**config.mk**
```make
export PLATFORM = sky130hd
export DESIGN_NAME = fft_8p_reorder_flat
export DESIGN_NICKNAME = d
export VERILOG_FILES = /design/src/rtl/fft_pkg.sv /design/src/rtl/fft_8p_reorder_if.sv /design/src/rtl/fft_reorder_bank.sv /design/src/rtl/fft_8p_reorder.sv /design/src/flat_wrapper.sv
export SDC_FILE = /design/constraint.sdc
export NUM_CORES = 1
export LEC_CHECK = 0
export CORE_ASPECT_RATIO = 1.2
export CORE_UTILIZATION = 60
export CTS_BUF_LIST = sky130_fd_sc_hd__clkbuf_16
export CTS_CLUSTER_SIZE = 24
export DETAILED_ROUTE_END_ITERATION = 8
export PLACE_DENSITY_LB_ADDON = 0.05
export SLEW_MARGIN = 40
export SYNTH_ARGS = -nofsm -noshare
export SYNTH_HDL_FRONTEND = slang
export SYNTH_SLANG_ARGS = --single-unit
```
**constraint.sdc**
```tcl
create_clock -name clk -period 17.9 [get_ports clk]
set_input_delay 1.79 -clock clk [delete_from_list [all_inputs] [get_ports clk]]
set_output_delay 1.79 -clock clk [all_outputs]
set_load 0.02 [all_outputs]
```
**src/rtl/fft_pkg.sv**
```systemverilog
// Shared FFT definitions: frame size, sample width, bit-reversal helper and
// the complex-sample types. Optional macro FFT_REORDER_POWER_EN adds a
// per-entry power field to the reorder storage entry.
package fft_pkg;

    localparam int FFT_N     = 8;
    localparam int FFT_W     = 16;
    localparam int FFT_LOG2N = $clog2(FFT_N);

    typedef logic [FFT_LOG2N-1:0] idx_t;

    typedef struct packed {
        logic signed [FFT_W-1:0] r;
        logic signed [FFT_W-1:0] i;
    } cplx_t;

`ifdef FFT_REORDER_POWER_EN
    localparam int FFT_PW = 2*FFT_W + 1;

    typedef struct packed {
        cplx_t             s;
        logic [FFT_PW-1:0] pwr;
    } entry_t;

    // r^2 + i^2; both squares are non-negative so they are zero-extended
    // before the add to keep the carry.
    function automatic logic [FFT_PW-1:0] cplx_power(input cplx_t s);
        logic signed [2*FFT_W-1:0] rr;
        logic signed [2*FFT_W-1:0] ii;
        rr = (2*FFT_W)'(s.r) * (2*FFT_W)'(s.r);
        ii = (2*FFT_W)'(s.i) * (2*FFT_W)'(s.i);
        return {1'b0, rr} + {1'b0, ii};
    endfunction
`else
    typedef struct packed {
        cplx_t s;
    } entry_t;
`endif

    // Reverse the LOG2N index bits (N=8: 1<->4, 3<->6).
    function automatic idx_t bitrev(input idx_t a);
        idx_t res;
        for (int b = 0; b < FFT_LOG2N; b++) begin
            res[b] = a[FFT_LOG2N-1-b];
        end
        return res;
    endfunction

endpackage

```
**src/rtl/fft_8p_reorder_if.sv**
```systemverilog
// Stream bundle for fft_8p_reorder. Optional macro FFT_REORDER_POWER_EN adds
// the out_pwr signal.
//
// Handshake: a sample moves on a side only in a cycle where its valid and
// ready are both high at the rising clock edge. Input side: in_valid with
// in_ready low drops the sample and raises the sticky overflow flag.
// Output side: while out_valid is high and out_ready low, all out_* signals
// hold stable.
interface fft_8p_reorder_if import fft_pkg::*; ();

    logic                    in_valid;
    logic signed [FFT_W-1:0] in_r;
    logic signed [FFT_W-1:0] in_i;
    logic                    in_ready;

    logic                    out_valid;
    logic                    out_ready;
    logic signed [FFT_W-1:0] out_r;
    logic signed [FFT_W-1:0] out_i;
    idx_t                    out_idx;
    logic                    out_last;
    logic                    overflow;
`ifdef FFT_REORDER_POWER_EN
    logic [FFT_PW-1:0]       out_pwr;

    modport master (
        output in_valid, in_r, in_i, out_ready,
        input  in_ready, out_valid, out_r, out_i, out_idx, out_last, overflow, out_pwr
    );
    modport slave (
        input  in_valid, in_r, in_i, out_ready,
        output in_ready, out_valid, out_r, out_i, out_idx, out_last, overflow, out_pwr
    );
`else
    modport master (
        output in_valid, in_r, in_i, out_ready,
        input  in_ready, out_valid, out_r, out_i, out_idx, out_last, overflow
    );
    modport slave (
        input  in_valid, in_r, in_i, out_ready,
        output in_ready, out_valid, out_r, out_i, out_idx, out_last, overflow
    );
`endif

endinterface

```
**src/rtl/fft_reorder_bank.sv**
```systemverilog
// N-entry register file: one synchronous write port, one combinational read
// port. Entries reset to zero so the read port shows zero after reset.
module fft_reorder_bank import fft_pkg::*; (
    input  logic   clk,
    input  logic   rst,
    input  logic   we,
    input  idx_t   waddr,
    input  entry_t wdata,
    input  idx_t   raddr,
    output entry_t rdata
);

    entry_t mem_q [FFT_N];
    entry_t mem_d [FFT_N];

    // Next storage contents: only the addressed entry changes on a write.
    always_comb begin
        mem_d = mem_q;
        if (we) begin
            mem_d[waddr] = wdata;
        end
    end

    // Storage registers.
    always_ff @(posedge clk or posedge rst) begin
        if (rst) begin
            for (int k = 0; k < FFT_N; k++) begin
                mem_q[k] <= '0;
            end
        end else begin
            mem_q <= mem_d;
        end
    end

    assign rdata = mem_q[raddr];

endmodule

```
**src/rtl/fft_8p_reorder.sv**
```systemverilog
// Output reorder stage after fft_8p: accepts bins in bit-reversed order,
// stores them in a two-bank ping-pong buffer and streams them out in natural
// order. Optional macro FFT_REORDER_POWER_EN adds out_pwr (r^2 + i^2),
// computed at write time and stored alongside each sample.
module fft_8p_reorder import fft_pkg::*; (
    input logic              clk,
    input logic              rst,
    fft_8p_reorder_if.slave  bus
);

    localparam idx_t LAST = idx_t'(FFT_N - 1);

    logic [1:0] full_q, full_d;
    logic       wb_q, wb_d;
    logic       rb_q, rb_d;
    idx_t       wc_q, wc_d;
    idx_t       rc_q, rc_d;
    logic       overflow_q, overflow_d;

    logic       in_ready;
    logic       wr_fire;
    logic       rd_fire;
    logic [1:0] bank_we;
    entry_t     wr_entry;
    entry_t     rd_entry [2];

    // Readiness comes only from registered state, so a bank freed by the
    // final read becomes writable one cycle later.
    assign in_ready = !full_q[wb_q];
    assign wr_fire  = bus.in_valid && in_ready;
    assign rd_fire  = full_q[rb_q] && bus.out_ready;

    // Build the entry written this cycle (sample plus optional power).
    always_comb begin
        wr_entry     = '0;
        wr_entry.s.r = bus.in_r;
        wr_entry.s.i = bus.in_i;
`ifdef FFT_REORDER_POWER_EN
        wr_entry.pwr = cplx_power(wr_entry.s);
`endif
    end

    // Ping-pong pointer and full-flag updates. Write and read always target
    // different banks (one is empty, the other full), so both may complete
    // a frame in the same cycle without conflict.
    always_comb begin
        full_d     = full_q;
        wb_d       = wb_q;
        wc_d       = wc_q;
        rb_d       = rb_q;
        rc_d       = rc_q;
        overflow_d = overflow_q | (bus.in_valid & ~in_ready);
        if (wr_fire) begin
            if (wc_q == LAST) begin
                full_d[wb_q] = 1'b1;
                wb_d         = ~wb_q;
                wc_d         = '0;
            end else begin
                wc_d = wc_q + idx_t'(1);
            end
        end
        if (rd_fire) begin
            if (rc_q == LAST) begin
                full_d[rb_q] = 1'b0;
                rb_d         = ~rb_q;
                rc_d         = '0;
            end else begin
                rc_d = rc_q + idx_t'(1);
            end
        end
    end

    // Control registers.
    always_ff @(posedge clk or posedge rst) begin
        if (rst) begin
            full_q     <= '0;
            wb_q       <= 1'b0;
            rb_q       <= 1'b0;
            wc_q       <= '0;
            rc_q       <= '0;
            overflow_q <= 1'b0;
        end else begin
            full_q     <= full_d;
            wb_q       <= wb_d;
            rb_q       <= rb_d;
            wc_q       <= wc_d;
            rc_q       <= rc_d;
            overflow_q <= overflow_d;
        end
    end

    for (genvar g = 0; g < 2; g++) begin : g_bank
        assign bank_we[g] = wr_fire && (wb_q == 1'(g));

        fft_reorder_bank u_bank (
            .clk   (clk),
            .rst   (rst),
            .we    (bank_we[g]),
            .waddr (bitrev(wc_q)),
            .wdata (wr_entry),
            .raddr (rc_q),
            .rdata (rd_entry[g])
        );
    end

    assign bus.in_ready  = in_ready;
    assign bus.out_valid = full_q[rb_q];
    assign bus.out_r     = rd_entry[rb_q].s.r;
    assign bus.out_i     = rd_entry[rb_q].s.i;
    assign bus.out_idx   = rc_q;
    assign bus.out_last  = (rc_q == LAST);
    assign bus.overflow  = overflow_q;
`ifdef FFT_REORDER_POWER_EN
    assign bus.out_pwr   = rd_entry[rb_q].pwr;
`endif

endmodule

```
**src/flat_wrapper.sv**
```systemverilog
// flat-port wrapper written by rule: the top's interface ports become plain ports
module fft_8p_reorder_flat import fft_pkg::*;
  (clk, rst, bus_in_valid, bus_in_r, bus_in_i, bus_out_ready, bus_in_ready, bus_out_valid, bus_out_r, bus_out_i, bus_out_idx, bus_out_last, bus_overflow);
  fft_8p_reorder_if bus_i ();
  input logic clk;
  input logic rst;
  input wire logic [$bits(bus_i.in_valid)-1:0] bus_in_valid;
  input wire logic [$bits(bus_i.in_r)-1:0] bus_in_r;
  input wire logic [$bits(bus_i.in_i)-1:0] bus_in_i;
  input wire logic [$bits(bus_i.out_ready)-1:0] bus_out_ready;
  output wire logic [$bits(bus_i.in_ready)-1:0] bus_in_ready;
  output wire logic [$bits(bus_i.out_valid)-1:0] bus_out_valid;
  output wire logic [$bits(bus_i.out_r)-1:0] bus_out_r;
  output wire logic [$bits(bus_i.out_i)-1:0] bus_out_i;
  output wire logic [$bits(bus_i.out_idx)-1:0] bus_out_idx;
  output wire logic [$bits(bus_i.out_last)-1:0] bus_out_last;
  output wire logic [$bits(bus_i.overflow)-1:0] bus_overflow;
  assign bus_i.in_valid = bus_in_valid;
  assign bus_i.in_r = bus_in_r;
  assign bus_i.in_i = bus_in_i;
  assign bus_i.out_ready = bus_out_ready;
  assign bus_in_ready = bus_i.in_ready;
  assign bus_out_valid = bus_i.out_valid;
  assign bus_out_r = bus_i.out_r;
  assign bus_out_i = bus_i.out_i;
  assign bus_out_idx = bus_i.out_idx;
  assign bus_out_last = bus_i.out_last;
  assign bus_overflow = bus_i.overflow;
  fft_8p_reorder u_core (.clk(clk), .rst(rst), .bus(bus_i));
endmodule
```
==> results of run 1 <==
cell type report:
type	instances	share of cell area, %
Tap cell	526	2.485
Sequential cell	523	49.45
Clock inverter	41	0.7229
Clock buffer	53	5.008
Multi-Input combinational cell	929	37.84
Timing Repair Buffer	116	4.380
Inverter	5	0.1181
cell usage after synthesis:
master,count
mux2_1,10
clkbuf_1,56
buf_2,64
and3_1,2
o21bai_1,1
nor2b_1,4
mux2_2,504
mux2i_1,129
buf_4,15
a21o_1,3
nor3_1,2
mux4_2,64
nor2_1,8
buf_1,5
nand2b_1,3
nand2_2,1
a22oi_1,96
o21ai_0,4
nand3_1,35
a41oi_1,1
dfrtp_1,523
a31oi_1,1
inv_1,5
nand4_1,4
nand2_1,43
and2b_1,1
ha_1,8
nor3b_2,2
and4_1,2
and2_1,1
through the flow:
| step | hold WS [ns] | setup slack (ns) |
|---|---|---|
| after detailed placement | 0.4700 | 12.86 |
| after global placement | 0.4573 | 12.55 |
| after global routing | 0.4991 | 12.12 |
| after floorplan | 0.4524 | 1.498 |
| after CTS | 0.4837 | 12.25 |
| final | 0.4854 | 12.28 |
registers in the layout (all words and copies together), names as in the netlist:
name and flops:
u_core.g_bank.u_bank.mem_q 512, u_core.bus.overflow 1, u_core.wb_q 1, u_core.full_q 2
u_core.wc_q 3, u_core.rb_q 1, u_core.bus.out_idx 3
kinds of logic after synthesis:
family,Yosys count,synth area share [%]
flops,523,55.23
fa+ha+maj,8,0.4224
mux,707,35.96
simple gates,108,2.197
buf+inv,145,2.873
compound gates,106,3.316
power groups by stage:
stage / logic [mW] / registers [mW] / clock network [mW]
after floorplan: 1.44 / 1.91 / 0
after global placement: 1.86 / 2.00 / 0
after detailed placement: 1.92 / 2.02 / 0
after CTS: 1.93 / 2.00 / 1.01
after global routing: 2.06 / 2.07 / 1.06
final: 1.92 / 2.00 / 0.992
worst paths after layout:
path	cells past startpoint	end
min	1	u_core.g_bank[0].u_bank.mem_q[55]$_DFFE_PP0P_
min reg2reg	1	u_core.g_bank[0].u_bank.mem_q[55]$_DFFE_PP0P_
max in group asynchronous	4	u_core.g_bank[0].u_bank.mem_q[94]$_DFFE_PP0P_
min in group asynchronous	2	u_core.g_bank[0].u_bank.mem_q[170]$_DFFE_PP0P_
max	7	bus_out_i[4]
max reg2reg	5	u_core.g_bank[0].u_bank.mem_q[75]$_DFFE_PP0P_
routing by layer:
metal  up-vias  track usage, %  wire length (um)
met4         4           7.778              1241
met2       295           48.35             27680
met1      7382           40.80             24830
met3        76           4.528              2533
met5         -               0                23
li1       5953               -                 -
==> key figures, run 1 <==
Outcome
  – Status: completed

Synthesis
  – Mapped Nets: ~1600
  – Synth cell types: 30
  – Syn Area/Cell: ~15 sq um
  – Number of synthesis warnings: 0
  – Top area cells in the synthesized netlist: dfrtp_1 55%, mux2_2 24%, mux4_2 6.1%
  – Top-area cell type share of the netlist area: a little under three fifths
  – Sequential fraction of the synthesis area: 55.23%
  – Cell taking the most area after synthesis: dfrtp_1
  – Mapped Area: roughly 0.024 sq mm
  – Post-synthesis cell count: between 1500 and 2000
  – Synthesized flop and latch total: roughly 520

Power and ir drop
  – Seq pwr share: 40.7%
  – Sw Pwr: between 1.5 and 2 mW
  – Total power draw: ~4.9 mW
  – Clock power frac: 20.2%
  – Net Sw Frac: roughly 33%
  – Worst VDD drop: roughly 0.00013 V
  – Gate power share: between 30% and 40%
  – Internal: about 3.3 mW
  – Power Density: between 150 and 200 mW/mm^2
  – Leakage: around 12 nW

Cells and area
  – Multi-input gate area: roughly 0.010 sq mm
  – Final net count: around 1700
  – Share of layout cells above drive strength 1: between 40% and 50%
  – Sequential cell area: approximately 0.013 sq mm
  – Inserted Diodes: 0
  – Layout fillers: around 2700
  – Most common cell after layout, fill and taps aside: dfrtp_1
  – Final Non-Filler Cells: about 2200
  – Most frequent cells in the layout: 519 x dfrtp_1, 504 x mux2_2, 129 x mux2i_1
  – Layout area overhead: 11.76%
  – Layout Cell Area excl Fill: roughly 0.026 sq mm
  – Finished Core Util: around 70%

Timing
  – Max Slew Vio Count: 0
  – Final Hold Viols: 0
  – Minimum clock period: between 5 and 6 ns
  – Final setup vio count: 0
  – Slew @ Worst Pin: around 0.88 ns
  – RSZ-0062 raised after global routing: no
  – Final worst path period share: between 30% and 40%
  – Max Freq: 0.1780 GHz
  – Slew margin rel.: 40.97%
  – Total negative setup slack: 0 ns
  – Layout Skew: between 0.02 and 0.025 ns

Placement
  – Number of port buffers: between 70 and 80
  – Hpwl dp: 31990 um
  – Placed instance count: between 2000 and 2500
  – Post-DP Area: between 0.02 and 0.025 sq mm
  – GPL Wtd Cong: ~0.76

Critical path
  – Crit path max-delay cell type: dfrtp_2
  – Critical R2R Launch: u_core.full_q[0]$_DFF_PP0_
  – CP delay by family, top: buffers and inverters
  – Critical Path Max Stage Delay: approximately 0.76 ns
  – CP arrival: around 3.8 ns
  – Critical path launch point type: flip-flop
  – Critical Path Start: u_core.bus.out_idx[2]$_DFFE_PP0N_
  – Crit-path max FO: 20
  – Worst path required time: between 15 and 20 ns
  – WP buf/inv: 3
  – Worst path cell trace: buf_4, nor2b_4, buf_4, a22oi_1, nand3_1, nand2_1, clkdlybuf4s50_1
  – Crit-path most repeated cell: buf_4
  – Flop2flop setup slack: around 15 ns
  – Critical path capture point type: output pin
  – Kind of critical path: flip-flop to output pin

CTS
  – Clock slew at reported path FFs: 0.06 ns
  – Buffer depth of the longest clock path: 3
  – Post-CTS sizing: 0
  – CTS Buf Count: 52
  – Hold buffers post-CTS: 0
  – Post-CTS Setup Inserts: 0
  – Num Clock Sinks: about 520
  – H-tree depth: 2
  – Clk Latency, worst-skew pair: 0.58 ns
  – CTS tree: done
  – CTS Root Cell: clkbuf_16

Floorplan
  – Initial Util: between 60% and 70%
  – Area of the core: ~0.039 sq mm
  – Placement Rows: slightly below 80
  – Ports: 75
  – Die span in x: approximately 180 um
  – Die Ht: 219.7 um
  – Die footprint: between 0.04 and 0.05 sq mm

Worst hold path
  – Hold crit path type: flip-flop to flip-flop
  – HP Start: u_core.g_bank[0].u_bank.mem_q[55]$_DFFE_PP0P_

GRT
  – Vias in the first global route: about 15000
  – Largest net degree at the start of global routing: approximately 130
  – First-pass GRT wire length: around 90000 um
  – Total track usage: around 29%
  – Grt ovf: 0
  – Initial antenna violation count: 2

Run
  – Max-cap viol count: 0

Drt
  – Total Wirelength: 56310 um
  – DRC: 0
  – DRT antenna net count: 0
  – Routed via count: 13710
  – WL per Instance: around 26 um
  – Pre-Repair DR Iteration Count: 5
  – Vias/cell: approximately 6.3
  – Starting DRC count in detailed routing: about 930
Note: power is estimated with default switching activity, not from simulation.
==> inputs of run 2 (changes only) <==
==> constraint.sdc (replaced) <==
create_clock -name clk -period 5.21 [get_ports clk]
set_input_delay 0.521 -clock clk [delete_from_list [all_inputs] [get_ports clk]]
set_output_delay 0.521 -clock clk [all_outputs]
set_load 0.02 [all_outputs]
==> key figures, run 2 (synthesis gave the netlist of run 1 again) <==
Drt
  – DRT antenna net count: 0
  – Pre-Repair DR Iteration Count: 5
  – Starting DRC count in detailed routing: between 800 and 900
  – Total Wirelength: about 55000 um
  – Vias/cell: 6.234
  – DRC: 0
  – Routed via count: 13700
  – WL per Instance: 24.87 um

Placement
  – Post-DP Area: 0.02510 sq mm
  – GPL Wtd Cong: approximately 0.76
  – Hpwl dp: approximately 33000 um
  – Number of port buffers: 74

Timing
  – Slew margin rel.: 41.71%
  – Final Hold Viols: 0
  – Final worst path period share: between 70% and 80%
  – Layout Skew: roughly 0.015 ns
  – Final setup vio count: 0
  – Max Freq: 0.2527 GHz
  – RSZ-0062 raised after global routing: no
  – Minimum clock period: slightly below 4 ns
  – Slew @ Worst Pin: between 0.8 and 0.9 ns
  – Max Slew Vio Count: 0
  – Min Hold Slack: about 0.4 ns

Power and ir drop
  – Seq pwr share: about two fifths
  – Net Sw Frac: roughly a third
  – Clock power frac: between 20% and 30%
  – Power Density: 638.4 mW/mm^2
  – Internal: between 10 and 15 mW
  – Worst VDD drop: around 0.00036 V
  – Leakage: 12.04 nW
  – Gate power share: between 30% and 40%
  – Sw Pwr: roughly 5.6 mW
  – Total power draw: around 17 mW

Floorplan
  – Ports: 75
  – Die Ht: 219.7 um
  – Area of the core: ~0.039 sq mm
  – Die footprint: approximately 0.040 sq mm
  – Placement Rows: 79
  – Die span in x: roughly 180 um
  – Initial Util: approximately 60%

Run
  – Max-cap viol count: 0

CTS
  – Buffer depth of the longest clock path: 3
  – Clock slew at reported path FFs: 0.06 ns
  – CTS Buf Count: between 50 and 60
  – Post-CTS sizing: 0
  – Post-CTS Setup Inserts: 0
  – CTS Root Cell: clkbuf_16
  – CTS tree: done
  – H-tree depth: 2
  – Num Clock Sinks: approximately 520
  – Clk Latency, worst-skew pair: a little under 0.6 ns
  – Hold buffers post-CTS: 0

Cells and area
  – Most common cell after layout, fill and taps aside: dfrtp_1
  – Most flop-heavy register: u_core.g_bank.u_bank.mem_q
  – Sequential cell area: 0.01310 sq mm
  – Final net count: 1678
  – Most frequent cells in the layout: 519 x dfrtp_1, 504 x mux2_2, 129 x mux2i_1
  – Max FFs per register: between 500 and 600
  – Layout fillers: roughly 2700
  – Share of layout cells above drive strength 1: a little over two fifths
  – Layout area overhead: 12.50%
  – Layout Cell Area excl Fill: 0.02666 sq mm
  – Multi-input gate area: 0.01002 sq mm

Critical path
  – Critical Path Max Stage Delay: about 0.85 ns
  – Reg-to-reg critical path endpoint: u_core.g_bank[0].u_bank.mem_q[64]$_DFFE_PP0P_
  – Crit-path max FO: 47
  – CP arrival: ~3.4 ns
  – Critical Path Start: u_core.bus.out_idx[0]$_DFFE_PP0N_
  – Crit-path most repeated cell: buf_12
  – CP delay by family, top: buffers and inverters
  – Kind of critical path: flip-flop to output pin
  – Crit. path cell count: 6
  – Critical path capture point type: output pin
  – Critical R2R Launch: u_core.full_q[0]$_DFF_PP0_
  – WP buf/inv: 3
  – CP endpoint: bus_out_r[7]
  – Critical path launch point type: flip-flop
  – Crit path max-delay cell type: dfrtp_4
  – Flop2flop setup slack: approximately 2.5 ns
  – Worst path required time: approximately 4.7 ns
  – Reg2reg path depth: 5
  – Worst path cell trace: buf_12, buf_12, mux4_2, a22oi_1, nand2_1, clkdlybuf4s50_1

GRT
  – Total track usage: 28.44%
  – Grt ovf: 0
  – Initial antenna violation count: 1
  – Vias in the first global route: ~15000
  – First-pass GRT wire length: approximately 86000 um
  – Largest net degree at the start of global routing: 104

Worst hold path
  – Hold crit path type: input pin to async pin

Outcome
  – Status: completed
run 2: changes by cell type in the layout (fill, tap and decap cells not counted), moves of 2 or more:
cell and delta:
buf_12 +4, bufinv_16 +2, buf_4 +6, buf_6 -7, buf_16 +3, inv_1 -2, and4_4 +2, and4_2 -2
clkinv_1 -3
run 2: worst min-delay path by stage:
stage | slack (ns) | end | cells after the start
after floorplan | 0.45 | u_core.g_bank[0].u_bank.mem_q[55]$_DFFE_PP0P_ | 1
after global placement | 0.46 | u_core.bus.overflow$_DFF_PP0_ | 1
after detailed placement | 0.47 | u_core.bus.overflow$_DFF_PP0_ | 1
after CTS | 0.39 | u_core.g_bank[1].u_bank.mem_q[181]$_DFFE_PP0P_ | 2
after global routing | 0.43 | u_core.g_bank[1].u_bank.mem_q[181]$_DFFE_PP0P_ | 2
final | 0.39 | u_core.g_bank[1].u_bank.mem_q[181]$_DFFE_PP0P_ | 2
run 2: stage by stage:
step / TNS [ns] / util (%) / setup slack [ns] / cells
final: 0 / 68.63 / 1.253 / 2198
after global routing: 0 / 68.62 / 1.077 / 2197
after CTS: 0 / 68.62 / 1.209 / 2197
after detailed placement: 0 / 64.61 / 1.826 / 2106
after global placement: 0 / 64.20 / 1.830 / 2100
after floorplan: -1264.19 / - / -2.417 / 1597
run 2: per-layer routing:
metal	part of all wire (%)	global-route usage (%)
met5	0.031	0
met4	2.3	7.583
met3	4.6	4.809
met2	49	47.15
met1	44	39.02
run 2: layout make-up:
type / count / area share, %
clock buffer: 53 / 4.975
antenna: 1 / 0.009387
tap: 526 / 2.469
timing repair buffer: 123 / 4.891
sequential: 523 / 49.12
inverter: 5 / 0.08448
clock inverter: 38 / 0.8730
multi-input combinational: 929 / 37.58
run 2: worst register-to-register path: cells and delay by family, from the launching register on:
| family | cells | cell delay (ns) |
|---|---|---|
| flip-flops | 1 | 0.44 |
| AND/OR/NAND/NOR | 3 | 1.32 |
| multiplexers | 1 | 0.40 |
| buffers and inverters | 1 | 0.46 |
run 2: power groups by stage:
stage	clock (mW)	sequential (mW)	combinational, mW
2_1_floorplan	0	6.57	4.94
3_5_place_dp	0	6.97	6.64
4_1_cts	3.56	6.91	6.67
6_report	3.49	6.93	6.60
5_1_grt	3.73	7.14	7.08
3_3_place_gp	0	6.87	6.49
